===== src/rtl/dvp_pkg.sv =====
// Shared DVP definitions: FSM states, pattern codes and the colour-bar table.
package dvp_pkg;

    typedef enum logic [2:0] {
        ST_IDLE   = 3'd0,
        ST_VSYNC  = 3'd1,
        ST_VBACK  = 3'd2,
        ST_ACTIVE = 3'd3,
        ST_HBLANK = 3'd4,
        ST_VFRONT = 3'd5
    } state_t;

    localparam logic [1:0] PAT_COUNT = 2'd0;
    localparam logic [1:0] PAT_BARS  = 2'd1;
    localparam logic [1:0] PAT_SOLID = 2'd2;
    localparam logic [1:0] PAT_FRAME = 2'd3;

    localparam int CNT_W = 16;

    // RGB565 colour bars: white, yellow, cyan, green, magenta, red, blue, black
    function automatic logic [15:0] bar_color(input logic [2:0] idx);
        case (idx)
            3'd0:    bar_color = 16'hFFFF;
            3'd1:    bar_color = 16'hFFE0;
            3'd2:    bar_color = 16'h07FF;
            3'd3:    bar_color = 16'h07E0;
            3'd4:    bar_color = 16'hF81F;
            3'd5:    bar_color = 16'hF800;
            3'd6:    bar_color = 16'h001F;
            default: bar_color = 16'h0000;
        endcase
    endfunction

endpackage


===== src/rtl/dvp_pattern_gen.sv =====
// Combinational test-pattern byte generator; high byte of each pixel first.
module dvp_pattern_gen
    import dvp_pkg::*;
#(
    parameter int H_ACTIVE = 8,
    parameter int XW       = 3
) (
    input  logic [1:0]    pat_sel,
    input  logic [XW-1:0] x,
    input  logic          phase,
    input  logic [7:0]    frame_cnt,
    input  logic [15:0]   solid,
    output logic [7:0]    data
);

    logic [XW:0]  byte_idx;
    logic [2:0]   bar_idx;
    logic [15:0]  bar_rgb;

    // Select the byte for the current pixel/phase; bar index uses the full-width product
    always_comb begin
        byte_idx = {x, phase};
        bar_idx  = 3'((32'(x) * 32'd8) / 32'(H_ACTIVE));
        bar_rgb  = bar_color(bar_idx);
        data     = 8'h00;
        case (pat_sel)
            PAT_COUNT: data = 8'(byte_idx);
            PAT_BARS:  data = phase ? bar_rgb[7:0] : bar_rgb[15:8];
            PAT_SOLID: data = phase ? solid[7:0] : solid[15:8];
            default:   data = frame_cnt;
        endcase
    end

endmodule


===== src/rtl/dvp_sensor_tx.sv =====
// DVP camera-sensor emulator: pclk = clk/2, frame timing FSM, test patterns.
// All timing state advances on the clk edge that drives pclk low, so every
// output decoded from it is stable at the pclk rising edge.
module dvp_sensor_tx
    import dvp_pkg::*;
#(
    parameter int H_ACTIVE  = 8,
    parameter int V_ACTIVE  = 4,
    parameter int H_BLANK   = 4,
    parameter int VSYNC_LEN = 6,
    parameter int V_BACK    = 5,
    parameter int V_FRONT   = 3
) (
    input  logic        clk,
    input  logic        rst,
    input  logic        en,
    input  logic [1:0]  pat_sel,
    input  logic [15:0] solid_rgb,
    output logic        pclk,
    output logic        href,
    output logic        vsync,
    output logic [7:0]  data,
    output logic        strobe,
    output logic [15:0] frame_cnt,
    output logic        frame_done
);

    localparam int XW = (H_ACTIVE > 1) ? $clog2(H_ACTIVE) : 1;

    state_t           state, state_n;
    logic [CNT_W-1:0] cnt, cnt_n;
    logic [CNT_W-1:0] line, line_n;
    logic [15:0]      frame_cnt_q, frame_cnt_n;
    logic [15:0]      solid_q, solid_n;
    logic [1:0]       pat_q, pat_n;
    logic             pclk_q, pclk_n;
    logic             done_q, done_n;
    logic [7:0]       pix;

    // State, counters and frame-latched pattern settings
    always_ff @(posedge clk or negedge rst) begin
        if (!rst) begin
            state       <= ST_IDLE;
            cnt         <= '0;
            line        <= '0;
            frame_cnt_q <= '0;
            solid_q     <= '0;
            pat_q       <= PAT_COUNT;
            pclk_q      <= 1'b0;
            done_q      <= 1'b0;
        end else begin
            state       <= state_n;
            cnt         <= cnt_n;
            line        <= line_n;
            frame_cnt_q <= frame_cnt_n;
            solid_q     <= solid_n;
            pat_q       <= pat_n;
            pclk_q      <= pclk_n;
            done_q      <= done_n;
        end
    end

    // Next-state logic; pclk_q=1 means this edge ends a tick
    always_comb begin
        state_n     = state;
        cnt_n       = cnt;
        line_n      = line;
        frame_cnt_n = frame_cnt_q;
        solid_n     = solid_q;
        pat_n       = pat_q;
        done_n      = 1'b0;
        pclk_n      = (state != ST_IDLE) ? ~pclk_q : 1'b0;
        if (state == ST_IDLE) begin
            if (en) begin
                state_n = ST_VSYNC;
                cnt_n   = '0;
                pat_n   = pat_sel;
                solid_n = solid_rgb;
            end
        end else if (pclk_q) begin
            cnt_n = cnt + 1'b1;
            case (state)
                ST_VSYNC: if (cnt == CNT_W'(VSYNC_LEN - 1)) begin
                    state_n = ST_VBACK;
                    cnt_n   = '0;
                end
                ST_VBACK: if (cnt == CNT_W'(V_BACK - 1)) begin
                    state_n = ST_ACTIVE;
                    cnt_n   = '0;
                    line_n  = '0;
                end
                ST_ACTIVE: if (cnt == CNT_W'(2 * H_ACTIVE - 1)) begin
                    cnt_n   = '0;
                    state_n = (line == CNT_W'(V_ACTIVE - 1)) ? ST_VFRONT : ST_HBLANK;
                end
                ST_HBLANK: if (cnt == CNT_W'(H_BLANK - 1)) begin
                    state_n = ST_ACTIVE;
                    cnt_n   = '0;
                    line_n  = line + 1'b1;
                end
                ST_VFRONT: if (cnt == CNT_W'(V_FRONT - 1)) begin
                    cnt_n       = '0;
                    frame_cnt_n = frame_cnt_q + 1'b1;
                    done_n      = 1'b1;
                    if (en) begin
                        state_n = ST_VSYNC;
                        pat_n   = pat_sel;
                        solid_n = solid_rgb;
                    end else begin
                        state_n = ST_IDLE;
                    end
                end
                default: ;
            endcase
        end
    end

    dvp_pattern_gen #(
        .H_ACTIVE (H_ACTIVE),
        .XW       (XW)
    ) u_pat (
        .pat_sel   (pat_q),
        .x         (cnt[XW:1]),
        .phase     (cnt[0]),
        .frame_cnt (frame_cnt_q[7:0]),
        .solid     (solid_q),
        .data      (pix)
    );

    assign pclk       = pclk_q;
    assign href       = (state == ST_ACTIVE);
    assign vsync      = (state == ST_VSYNC);
    assign strobe     = vsync;
    assign data       = href ? pix : 8'h00;
    assign frame_cnt  = frame_cnt_q;
    assign frame_done = done_q;

endmodule


===== config.mk =====
export PLATFORM = sky130hd
export DESIGN_NAME = dvp_sensor_tx
export DESIGN_NICKNAME = d
export VERILOG_FILES = /design/src/rtl/dvp_pkg.sv /design/src/rtl/dvp_pattern_gen.sv /design/src/rtl/dvp_sensor_tx.sv
export SDC_FILE = /design/constraint.sdc
export NUM_CORES = 1
export LEC_CHECK = 0
export CAP_MARGIN = 40
export CORE_MARGIN = 5
export CORE_UTILIZATION = 41
export DETAILED_ROUTE_END_ITERATION = 12
export HOLD_SLACK_MARGIN = 0.12
export SLEW_MARGIN = 20
export SYNTH_ARGS = -nofsm -noshare
export SYNTH_HDL_FRONTEND = slang
export SYNTH_SLANG_ARGS = --single-unit
export TNS_END_PERCENT = 30

===== constraint.sdc =====
create_clock -name clk -period 3.2 [get_ports clk]
set_input_delay 0.32 -clock clk [delete_from_list [all_inputs] [get_ports clk]]
set_output_delay 0.32 -clock clk [all_outputs]
set_load 0.02 [all_outputs]

== Word-level counts from Yosys, hierarchy flattened ==
Index checks and enable logic that the tools add are counted.

* Register bits after elaboration: 71
* Input port bits: 21
* Output and inout bits: 29
* Word-level logic and storage cells: 97

* Add/sub/neg operators: 3
* Equality and inequality tests: 27
* Mux-type cells: 43
* Bitwise logic cells: 2
* Reductions and logical operators: 14

{| class="wikitable"
|+ Operators by type and width
! kind !! count
|-
| 2-to-1 mux 16 bit || 15
|-
| one-hot mux 16 bit (7 select lines) || 1
|-
| one-hot mux 16 bit (5 select lines) || 1
|-
| adder 16 x 1 -> 16 bit, second input constant || 3
|-
| == test 16 x 2 -> 1 bit, second input constant || 3
|-
| == test 16 x 3 -> 1 bit, second input constant || 2
|-
| one-hot mux 16 bit (2 select lines) || 1
|-
| 2-to-1 mux 3 bit || 8
|-
| 2-to-1 mux 8 bit || 3
|-
| one-hot mux 8 bit (3 select lines) || 1
|-
| == test 16 x 4 -> 1 bit, second input constant || 1
|-
| == test 3 bit, second input constant || 5
|-
| one-hot mux 3 bit (5 select lines) || 1
|-
| == test 3 x 2 -> 1 bit, second input constant || 4
|-
| 2-to-1 mux 2 bit || 5
|-
| inequality test 3 bit, second input constant || 3
|-
| AND reduction 8 bit || 1
|-
| nonzero test 2 bit || 4
|-
| 2-to-1 mux 1 bit || 7
|-
| == test 3 x 1 -> 1 bit, second input constant || 2
|-
| zero test 3 bit || 2
|-
| inequality test 2 bit, second input constant || 3
|-
| inequality test 3 x 1 -> 1 bit, second input constant || 2
|-
| nonzero test 6 bit || 1
|-
| 9 further kinds || 10
|}

== Logic depth before layout (Yosys ltp) ==
Gate-level depths: netlist of the first run.

* Word-level depth: 6
* Depth in mapped cells: 11
* Depth with buffers taken out: 8

== By module ==
Synthesis of the first run repeated with hierarchy kept, for this count alone.

* Cells, all modules: 387
* Area, all modules: 3931.3 sq um

{| class="wikitable"
|+ By module, submodules not included
! module !! times used !! cells an instance !! area each (sq um) !! sequential area each (sq um)
|-
| dvp_sensor_tx || 1 || 345 || 3616.0 || 1776.7
|-
| dvp_pattern_gen || 1 || 42 || 315.3 || 0.0
|}

== Least setup slack after synthesis of the first run ==
Ideal clock, no wire load.

* Path type: register -> register
* From: register cnt[0]
* To: register cnt[11]
* Library setup time: 0.079 ns
* Arrival time: 2.516 ns
* Data required time: 3.121 ns
* Path slack: 0.605 ns
* Stages on the path, launching flop included: 12
* Path buffers: 3
* Clock period less this slack: 2.595 ns
* Path through: dfrtp_1 clkbuf_1 clkbuf_1 inv_1 ha_1 nand4_2 o21bai_1 and3_1 a21boi_1 clkbuf_1 nand4_1 mux2i_1

* Longest elaborated chain between the ends: 5
* Elaborated cells between the ends (all ways): 14
* Classes of those cells: add/sub: 1; eq/ne: 5; mux: 8

{| class="wikitable"
|+ Ends and longest elaborated chain
! item !! RTL line !! RTL
|-
| start, declared || dvp_sensor_tx.sv:31 || <nowiki>logic [CNT_W-1:0] cnt, cnt_n;</nowiki>
|-
| start signal, assigned || dvp_sensor_tx.sv:53 || <nowiki>cnt <= cnt_n;</nowiki>
|-
| adder 16 x 1 -> 16 bit, or another cell as far along || dvp_sensor_tx.sv:81 || <nowiki>cnt_n = cnt + 1'b1;</nowiki>
|-
| 2-to-1 mux 16 bit (on tied branches) || -- ||
|-
| one-hot mux 16 bit (5 select lines) * || dvp_sensor_tx.sv:82 || <nowiki>case (state)</nowiki>
|-
| 2-to-1 mux 16 bit * || dvp_sensor_tx.sv:80 || <nowiki>end else if (pclk_q) begin</nowiki>
|-
| 2-to-1 mux 16 bit * || dvp_sensor_tx.sv:73 || <nowiki>if (state == ST_IDLE) begin</nowiki>
|}

Every way passes the cells marked *; elsewhere a longest branch is shown, timed or not. The select of a mux whose other input is x is not followed.
A chain may end at the register's enable or synchronous reset.

== Worst setup path after layout of the first run ==
* From: register cnt[0]
* To: output data[1]

* Longest elaborated chain between the ends: 3
* Elaborated cells between the ends (all ways): 4
* Classes of those cells: mux: 4

{| class="wikitable"
|+ Ends and longest elaborated chain
! item !! RTL line !! RTL
|-
| 2-to-1 mux 8 bit (on tied branches) || dvp_pattern_gen.sv:29, dvp_pattern_gen.sv:28 ||
|-
| one-hot mux 8 bit (3 select lines) * || dvp_pattern_gen.sv:26 || <nowiki>case (pat_sel)</nowiki>
|-
| 2-to-1 mux 8 bit * || dvp_sensor_tx.sv:134 || <nowiki>assign data = href ? pix : 8'h00;</nowiki>
|-
| end, declared || dvp_sensor_tx.sv:22 || <nowiki>output logic [7:0] data,</nowiki>
|}

Every way passes the cells marked *; elsewhere a longest branch is shown, timed or not.

==> results of run 1 <==
[layer usage]
metal / global-route usage, % / up-vias / part of all wire (%)
li1: - / 1579 / -
met1: 23.0 / 1581 / 48
met2: 26.6 / 66 / 48
met3: 3.34 / 7 / 4.2
met4: 3.61 / 0 / 0.69
met5: 0 / - / 0
[where the power goes]
part           total [mW]  internal (mW)  switching (mW)
sequential           1.39           1.10           0.295
clock               0.680          0.312           0.368
combinational        1.79          0.816           0.971
total                3.86           2.23            1.63
[worst max path at each step]
stage | to | slack [ns] | cells after the start
2_1_floorplan | cnt[11] | 0.60 | 11
3_3_place_gp | cnt[8] | 0.52 | 6
3_5_place_dp | cnt[8] | 0.60 | 7
4_1_cts | data[1] | 0.41 | 7
5_1_grt | data[3] | 0.27 | 6
6_report | data[1] | 0.42 | 7
[state kept, by name, summed over array words and instances (netlist names)]
register and cells:
frame_done 1, pat_q 2, solid_q 16, line 16, frame_cnt 16, cnt 16
state 3, pclk 1
[logic make-up after synthesis]
logic type      count (synthesis)  synth area share (%)
compound gates                 86                  13.5
xor+xnor                       20                  4.42
fa+ha+maj                       7                  2.21
buf+inv                        33                  3.54
flops                          71                  44.9
mux                            30                  9.20
simple gates                  160                  22.3
[worst max-delay path: stages, from the launching register on]
cell             delay [ns]
dfrtp_1                0.62
buf_4                  0.26
mux2i_1                0.10
nand2_1                0.09
o21ai_0                0.10
o22a_1                 0.22
nor2_1                 0.11
clkdlybuf4s50_1        0.62
[layout make-up]
class                           instances  area (um^2)
Timing Repair Buffer                   60          583
Fill cell                             866         4520
Multi-Input combinational cell        303         2040
Inverter                               15         56.3
Sequential cell                        71         1780
Tap cell                              129          161
Clock inverter                          6         50.0
Clock buffer                           10          138
[cells in the final DEF (no fill, tap or decap), drive strengths merged, types with 13 or more instances in the layout]
cell type      netlist  layout
or3                 13      13
o21ai               31      31
xnor2               13      13
inv                 15      18
nor2                31      31
a21oi               24      24
clkdlybuf4s50        0      48
mux2                21      21
nand3               20      20
nand2               45      45
dfrtp               71      71
[stage by stage]
step / setup slack (ns) / util (%) / area [um^2] / power, mW / instances
final: 0.416 / 51.5 / 4810 / 3.86 / 594
after global routing: 0.274 / 51.5 / 4810 / 4.14 / 594
after CTS: 0.407 / 51.3 / 4790 / 3.88 / 593
after detailed placement: 0.595 / 49.2 / 4590 / 3.19 / 576
after global placement: 0.517 / 49.1 / 4580 / 3.14 / 575
after floorplan: 0.605 / - / 3960 / 2.65 / 407
==> metrics, run 1 <==
outcome finished, final reports clean; first-pass GRT wire length between 15 and 20 mm; final setup TNS 0 ns; ranking of synthesized cells by area dfrtp_1 (45%), nand2_1 (4.3%), mux2_4 (3.8%), o21ai_0 (3.5%), mux2_2 (3.1%); die area about 0.012 mm^2; CP Launch Type flip-flop; antenna violations before repair 0; Overflow after GRT 0; reg-to-reg slack, setup about 0.56 ns; clock root cell clkbuf_8; largest net degree at the start of global routing 35; vias in the first global route 3,179; DR WL/cell between 15 and 20 um; num rows 35; Rel. slew slack between 50% and 60%; final setup violation count 0; register area share after synthesis roughly 45%; Max H-tree Level 3; layout cells sized above 1 13.8%; Slew Limit Fails 0; Core ar. a little over 0.009 mm^2; Synth-to-Final Area Change 21.4%; DR vias/cell between 5 and 6; GRT Overall Usage roughly 17%; post-synth top area cell dfrtp_1; synthesized area 0.00396 mm^2; Ys Warns 0; post-DP HPWL around 6.5 mm; MaxCap Viol Count 0; CTS tree yes; pwr/cell area around 800 mW/mm^2; final period demand of the worst path ~2.8 ns; share of the synthesized area in the top cell type between 40% and 50%; Worst Path Arrival ~2.5 ns; worst hold path type in -> async; post-synthesis register bit count a little over 70; Post-CTS Setup Inserts 0; Setup crit start cnt[0]; Syn Area/Cell between 9 and 10 um^2; syn_nets roughly 440; Die Ht about 110 um; Final Skew 0.0153 ns; Post-synth top cells dfrtp_1 (71), nand2_1 (45), nor2_1 (31); Num CTS Buffers 9; ANT cells 0; Post-CTS Hold Buffers 1; Setup CP Type reg -> out; Lkg Pwr 2.02 nW; WHS approximately 0.34 ns; drt total wl 8.97 mm; CTS Buffer Depth 2; Synth cell types 60; via count 3,233; Main synth FF type dfrtp_1; Initial Util 42.4%; Syn Inst Count around 410; RSZ-0062 raised after global routing no; # nets final about 490; FMAX between 300 and 400 MHz; Max FO, Critical Path 12; number of detailed-route iterations in the first pass 4; top-count cell post-synth dfrtp_1; Synth async-reset ratio 100%; Worst-Margin Slew between 0.7 and 0.8 ns; R2R Path Start state[2]; Crit path required time ~2.9 ns; clock-pin slew of the registers on the worst-case setup and hold paths approximately 0.090 ns; Final Hold Vio Count 0; cts repair resizes 0; EDFF count, synth 0; Max VDD drop approximately 400 uV; Clk Latency, worst-skew pair ~0.35 ns; DRC errors left 0; boundary pin count 50; final antenna-violating net count 0; crit end category primary output; routability congestion estimate 0.781; Tcrit/Tclk final between 80% and 90%; Die X 108 um; starting DRC count in detailed routing around 150; depth of the worst register-to-register path 7; count of input and output buffers slightly below 50; R2R Path End cnt[8]; clock sink total around 70
Power figures use the tool's default switching activity.
==> inputs of run 2 (changes only) <==
--- a/config.mk
+++ b/config.mk
@@ -5,7 +5,7 @@
 export SDC_FILE = /design/constraint.sdc
 export NUM_CORES = 1
 export LEC_CHECK = 0
-export CAP_MARGIN = 40
+export CAP_MARGIN = 10
 export CORE_MARGIN = 5
 export CORE_UTILIZATION = 41
 export DETAILED_ROUTE_END_ITERATION = 12
==> run 2 against run 1 <==
Utilization is 0.39 points lower. Clock skew is 0.0024 ns lower. Fmax is 0.86% higher. Critical endpoint unchanged. Sequential share of layout area is 0.28 points higher. Largest power group unchanged.
==> metrics, run 2 (same netlist as run 1, synthesis figures left out) <==
outcome finished, final reports clean; clock sink total 71 (unchanged); antenna violations before repair 0 (unchanged); Die X 108 um (unchanged); clock-pin slew of the registers on the worst-case setup and hold paths 0.07 ns (-0.02 ns); starting DRC count in detailed routing 149 (-2.6%); pwr/cell area 797 mW/mm^2 (-0.68%); die area 0.0117 mm^2 (unchanged); area of the multi-input gates 0.00205 mm^2 (+0.18%); fillers 862 (-0.46%); RSZ-0062 raised after global routing no; final antenna-violating net count 0 (unchanged); Worst Path Arrival 2.44 ns (-0.02 ns); final period demand of the worst path 2.76 ns (-0.0237 ns); crit end category primary output; Overflow after GRT 0 (unchanged); Initial Util 42.4% (unchanged); clock root cell clkbuf_8; FF/Latch Area 0.00178 mm^2 (unchanged); DR WL/cell 15.3 um (+1.2%); Crit path required time 2.88 ns (about the same); Slew Limit Fails 0 (unchanged); ANT cells 0 (unchanged); Core ar. 0.00933 mm^2 (unchanged); boundary pin count 50 (unchanged); via count 3,216 (-0.53%); Final Hold Vio Count 0 (unchanged); final setup violation count 0 (unchanged); first-pass GRT wire length 15.3 mm (-1.7%); Worst-Margin Slew 0.770 ns (+0.0317 ns); slowest CP cell dfrtp_1; DRC errors left 0 (unchanged); commonest non-fill, non-tap cell in the layout dfrtp_1; Post-CTS Setup Inserts 0 (unchanged); Die Ht 108 um (unchanged); CTS Buffer Depth 2 (unchanged); CTS tree yes; MaxCap Viol Count 0 (unchanged); delay-heaviest family, CP buffers and inverters; Synth-to-Final Area Change 20.5%; most frequent cells in the layout dfrtp_1 (71), clkdlybuf4s50_1 (48), nand2_1 (45), nor2_1 (31), o21ai_0 (28); layout cells sized above 1 13.4% (-0.37 points); Clk Latency, worst-skew pair 0.35 ns (about the same); Final Skew 0.0129 ns (-0.00243 ns); DR vias/cell 5.43 (-0.19%); cts repair resizes 0 (unchanged); post-DP HPWL 6.51 mm (+0.28%); CP cell instances buf_4, mux2i_1, nand2_1, o21ai_0, o22a_1, nor2_1, clkdlybuf4s50_1; Max FO, Critical Path 12 (unchanged); drt total wl 9.05 mm (+0.86%); vias in the first global route 3,142 (-1.2%); critical path's largest stage delay 0.62 ns (about the same); count of input and output buffers 49 (unchanged); num rows 35 (unchanged); # nets final 486 (-0.41%); Lkg Pwr 2.01 nW (-0.87%); Setup CP Type reg -> out; Max H-tree Level 3 (unchanged); Post-CTS Hold Buffers 1 (unchanged); Tcrit/Tclk final 86.3% (-0.74 points); CP Launch Type flip-flop; worst hold path type reg -> reg; Rel. slew slack 48.7% (-2.0 points); FMAX 362 MHz (+0.86%); placed inst area 0.00458 mm^2 (-0.16%); Num CTS Buffers 9 (unchanged); Finished Cell Area 0.00477 mm^2 (-0.75%); CP Buf/Inv Count 2 (unchanged); Max VDD drop 345 uV (-15%); GRT Overall Usage 16.4% (-0.10 points); routability congestion estimate 0.781 (unchanged); final setup TNS 0 ns (unchanged); largest net degree at the start of global routing 35 (unchanged); number of detailed-route iterations in the first pass 6 (+2)
-- run 2: cell count changes in the layout (fill, tap and decap cells not counted), sizes merged --
cell,change
clkinv,+4
buf,-2
inv,-3
clkinvlp,-1
-- run 2: area by class of cell --
cell class | count | area share [%]
Tap cell | 129 | 3.38
Clock inverter | 6 | 0.997
Clock buffer | 10 | 2.68
Sequential cell | 71 | 37.2
Inverter | 15 | 1.18
Multi-Input combinational cell | 303 | 42.9
Timing Repair Buffer | 58 | 11.6
-- run 2: metal layers --
metal  up-vias  wire length [um]  GRT usage, %  part of all wire, %
li1       1570                 -             -                    -
met1      1578              4380          22.4                   48
met2        59              4250          26.2                   47
met3         9               323          2.75                  3.6
met4         0                94          6.04                  1.0
met5         -                 0             0                    0
-- run 2: worst paths after layout --
path | from | end | slack [ns] | depth (start not counted)
max | cnt[0] | data[1] | 0.44 | 7
min | frame_cnt[15] | frame_cnt[15] | 0.47 | 1
max reg2reg | cnt[0] | cnt[6] | 0.65 | 8
min reg2reg | frame_cnt[15] | frame_cnt[15] | 0.47 | 1
max in group asynchronous | rst | cnt[15] | 1.85 | 3
min in group asynchronous | rst | frame_cnt[9] | 0.58 | 2
-- run 2: power by group --
group | internal, mW | switching, mW | total [mW]
registers | 1.10 | 0.293 | 1.39
logic | 0.804 | 0.962 | 1.77
clock network | 0.285 | 0.362 | 0.647
total | 2.19 | 1.62 | 3.80
-- run 2: stage by stage --
stage,setup slack [ns],util [%],total power [mW],std cells,hold slack (ns)
finish,0.440,51.1,3.80,592,0.472
global route,0.265,51.1,4.08,592,0.490
CTS,0.348,51.1,3.82,592,0.478
detailed placement,0.376,49.1,3.17,575,0.441
global placement,0.517,49.1,3.14,575,0.438
floorplan,0.605,-,2.65,407,0.0244
-- run 2: worst register-to-register path, stage by stage (launching register included) --
cell	delay [ns]
dfrtp_1	0.62
ha_1	0.28
inv_1	0.06
nor3_1	0.29
a21oi_1	0.14
nor3_1	0.27
nand2_1	0.30
a31o_2	0.32
a22o_1	0.17
==> inputs of run 3 (changes only) <==
--- a/config.mk
+++ b/config.mk
@@ -13,5 +13,6 @@
 export SLEW_MARGIN = 20
 export SYNTH_ARGS = -nofsm -noshare
 export SYNTH_HDL_FRONTEND = slang
+export SYNTH_HIERARCHICAL = 1
 export SYNTH_SLANG_ARGS = --single-unit
 export TNS_END_PERCENT = 30
==> run 3 against run 2 <==
Utilization rose by 0.39 points. Cell count fell by 3.2%. Sequential power fell by 36%. Clock power rose by 23%. Combinational power fell by 97%. Synthesized cell count fell by 4.9%. Die area fell by 0.63%. Routed wire length fell by 2.1%. Flip-flop and latch count did not move.
==> metrics, run 3 <==
worst hold path type reg -> reg; final setup violation count 0 (unchanged); slack of the critical path 0.241 ns (-0.198 ns); Syn Inst Count 387 (-4.9%); outcome finished, final reports clean; pre-CTS setup slack 0.519 ns (+0.143 ns); largest family of logic cells by synthesized area simple AND/OR/NAND/NOR gates; Die Ht 108 um (-0.31%); Clk Latency, worst-skew pair 0.34 ns (about the same); via count 3,033 (-5.7%); Synth async-reset ratio 100% (unchanged); R2R Path Start cnt[0]; commonest non-fill, non-tap cell in the layout dfrtp_1; routability congestion estimate 0.848 (+8.5%); Die X 108 um (-0.31%); delay-heaviest family, CP buffers and inverters; Max H-tree Level 3 (unchanged); DRC errors left 0 (unchanged); clock-pin slew of the registers on the worst-case setup and hold paths 0.09 ns (+0.02 ns); Hold Crit Endpoint frame_cnt[15]; pwr/cell area 364 mW/mm^2 (-54%); Post-CTS Setup Inserts 0 (unchanged); DR vias/cell 5.29 (-2.6%); Synth cell types 57 (-5.0%); worst hold path depth 1 (unchanged); CP cell instances buf_4, mux2_4, mux4_2, and2_1, clkdlybuf4s50_1; final antenna-violating net count 0 (unchanged); MaxCap Viol Count 0 (unchanged); fillers 902 (+4.6%); # nets final 467 (-3.9%); reg-to-reg slack, setup 0.48 ns (-0.17 ns); register area share after synthesis 45.2% (+0.31 points); Ys Warns 6 (+6); Final Hold Vio Count 0 (unchanged); num rows 35 (unchanged); R2R Path End line[15]; Main synth FF type dfrtp_1; boundary pin count 50 (unchanged); ANT cells 0 (unchanged); crit end category primary output; vias in the first global route 3,044 (-3.1%); drt total wl 8.86 mm (-2.1%); Num CTS Buffers 9 (unchanged); count of input and output buffers 49 (unchanged); post-synthesis register bit count 71 (unchanged); Synth-to-Final Area Change 21.7%; CP Buf/Inv Count 2 (unchanged); Tcrit/Tclk final 92.5% (+6.2 points); Adder-Cell Fraction of Synth Area 2.23% (+0.015 points); Setup CP Type reg -> out; CTS tree yes; first-pass GRT wire length 15.2 mm (-0.36%); clock root cell clkbuf_8; Lkg Pwr 2.10 nW (+4.6%); CTS Buffer Depth 2 (unchanged); Final Skew 0.0134 ns (+0.000527 ns); antenna violations before repair 0 (unchanged); slowest CP cell dfrtp_1; clock sink total 71 (unchanged); mux contribution to synthesized area 8.94% (-0.25 points); Simple-Gate Fraction of Synth Area 23.2% (+0.92 points); Rel. slew slack 49.4% (+0.78 points); Syn Area/Cell 10.2 um^2 (+4.4%); Crit path required time 2.88 ns (about the same); Max FO, Critical Path 16 (+4); top-count cell post-synth dfrtp_1; RSZ-0062 raised after global routing no; Initial Util 42.3% (-0.096 points); final setup TNS 0 ns (unchanged); share of the synthesized area in the top cell type 45.2% (+0.31 points); min-delay src frame_cnt[15]; largest net degree at the start of global routing 41 (+17%); layout cells sized above 1 13.5% (+0.12 points); EDFF count, synth 0 (unchanged); Overflow after GRT 0 (unchanged); DR WL/cell 15.5 um (+1.2%); Post-synth top cells dfrtp_1 (71), o21ai_0 (28), nand3_1 (27); critical path's largest stage delay 0.64 ns (+0.02 ns); CP Launch Type flip-flop; final period demand of the worst path 2.96 ns (+0.198 ns); WHS 0.470 ns (-0.00177 ns); synthesized area 0.00393 mm^2 (-0.70%); ranking of synthesized cells by area dfrtp_1 (45%), mux2_2 (5.7%), o21ai_0 (3.6%), nand3_1 (3.4%), xnor2_1 (3.3%); Worst-Margin Slew 0.758 ns (-0.0117 ns); Slew Limit Fails 0 (unchanged); most frequent cells in the layout dfrtp_1 (71), clkdlybuf4s50_1 (48), o21ai_0 (28), nand3_1 (27), nand2_1 (26); syn_nets 415 (-4.6%); starting DRC count in detailed routing 130 (-13%); number of detailed-route iterations in the first pass 4 (-2); FMAX 338 MHz (-6.7%); Max VDD drop 204 uV (-41%); Synth Area in XOR/XNOR 6.24% (+1.8 points); fin util 51.5% (+0.39 points); Setup crit start cnt[0]; GRT Overall Usage 16.4% (+0.036 points); post-synth top area cell dfrtp_1; depth of the worst register-to-register path 8 (unchanged); Worst Path Arrival 2.64 ns (+0.20 ns); Core ar. 0.00928 mm^2 (-0.47%); post-DP HPWL 6.48 mm (-0.49%); Synth Area in Compound Gates 11.1% (-2.4 points); die area 0.0116 mm^2 (-0.63%)
run 3: kinds of logic after synthesis:
kind of cell             after synthesis
AND/OR/NAND/NOR                      157
multiplexers                          29
XOR/XNOR                              28
buffers and inverters                 26
flip-flops                            71
AO/OA/AOI/OAI                         69
adder cells (fa/ha/maj)                7
run 3: worst max path at each step:
| stage | endpoint | slack, ns | cells after the start |
|---|---|---|---|
| floorplan | state[0] | 0.97 | 7 |
| global placement | line[15] | 0.62 | 8 |
| detailed placement | line[5] | 0.52 | 8 |
| CTS | data[1] | 0.23 | 5 |
| global route | data[2] | 0.09 | 5 |
| finish | data[1] | 0.24 | 5 |
run 3: repair_timing:
action | 4_1_cts | 5_1_grt
hold buffers | 1 | 0
resized for setup | 0 | 0
hold endpoints to repair | 31 | 0
run 3: report_power, final:
part	total [mW]	switching (mW)	internal (mW)
Clock	0.797	0.357	0.440
Sequential	0.896	0	0.896
Combinational	0.0470	0.0229	0.0241
run 3: cell type report:
| type | instances | area (um^2) | area share (%) |
|---|---|---|---|
| clock inverter | 7 | 95.1 | 1.99 |
| multi-input combinational | 290 | 2030 | 42.5 |
| timing repair buffer | 56 | 553 | 11.6 |
| tap | 129 | 161 | 3.37 |
| sequential | 71 | 1780 | 37.1 |
| clock buffer | 9 | 124 | 2.59 |
| inverter | 11 | 41.3 | 0.863 |
run 3: routing by layer:
| metal | share of wire [%] | routed length [um] | track usage (%) | vias up |
|---|---|---|---|---|
| met5 | 0 | 0 | 0 | - |
| met4 | 1.2 | 106 | 4.78 | 0 |
| met3 | 3.3 | 289 | 3.66 | 11 |
| met2 | 49 | 4360 | 26.6 | 48 |
| met1 | 46 | 4110 | 22.2 | 1473 |
| li1 | - | - | - | 1501 |
run 3: stage by stage:
step | total power, mW | cells | cell area [um^2]
global placement | 0.962 | 556 | 4560
global route | 1.81 | 573 | 4780
CTS | 1.77 | 573 | 4780
floorplan | 0.915 | 387 | 3930
detailed placement | 0.962 | 556 | 4560
finish | 1.74 | 573 | 4780
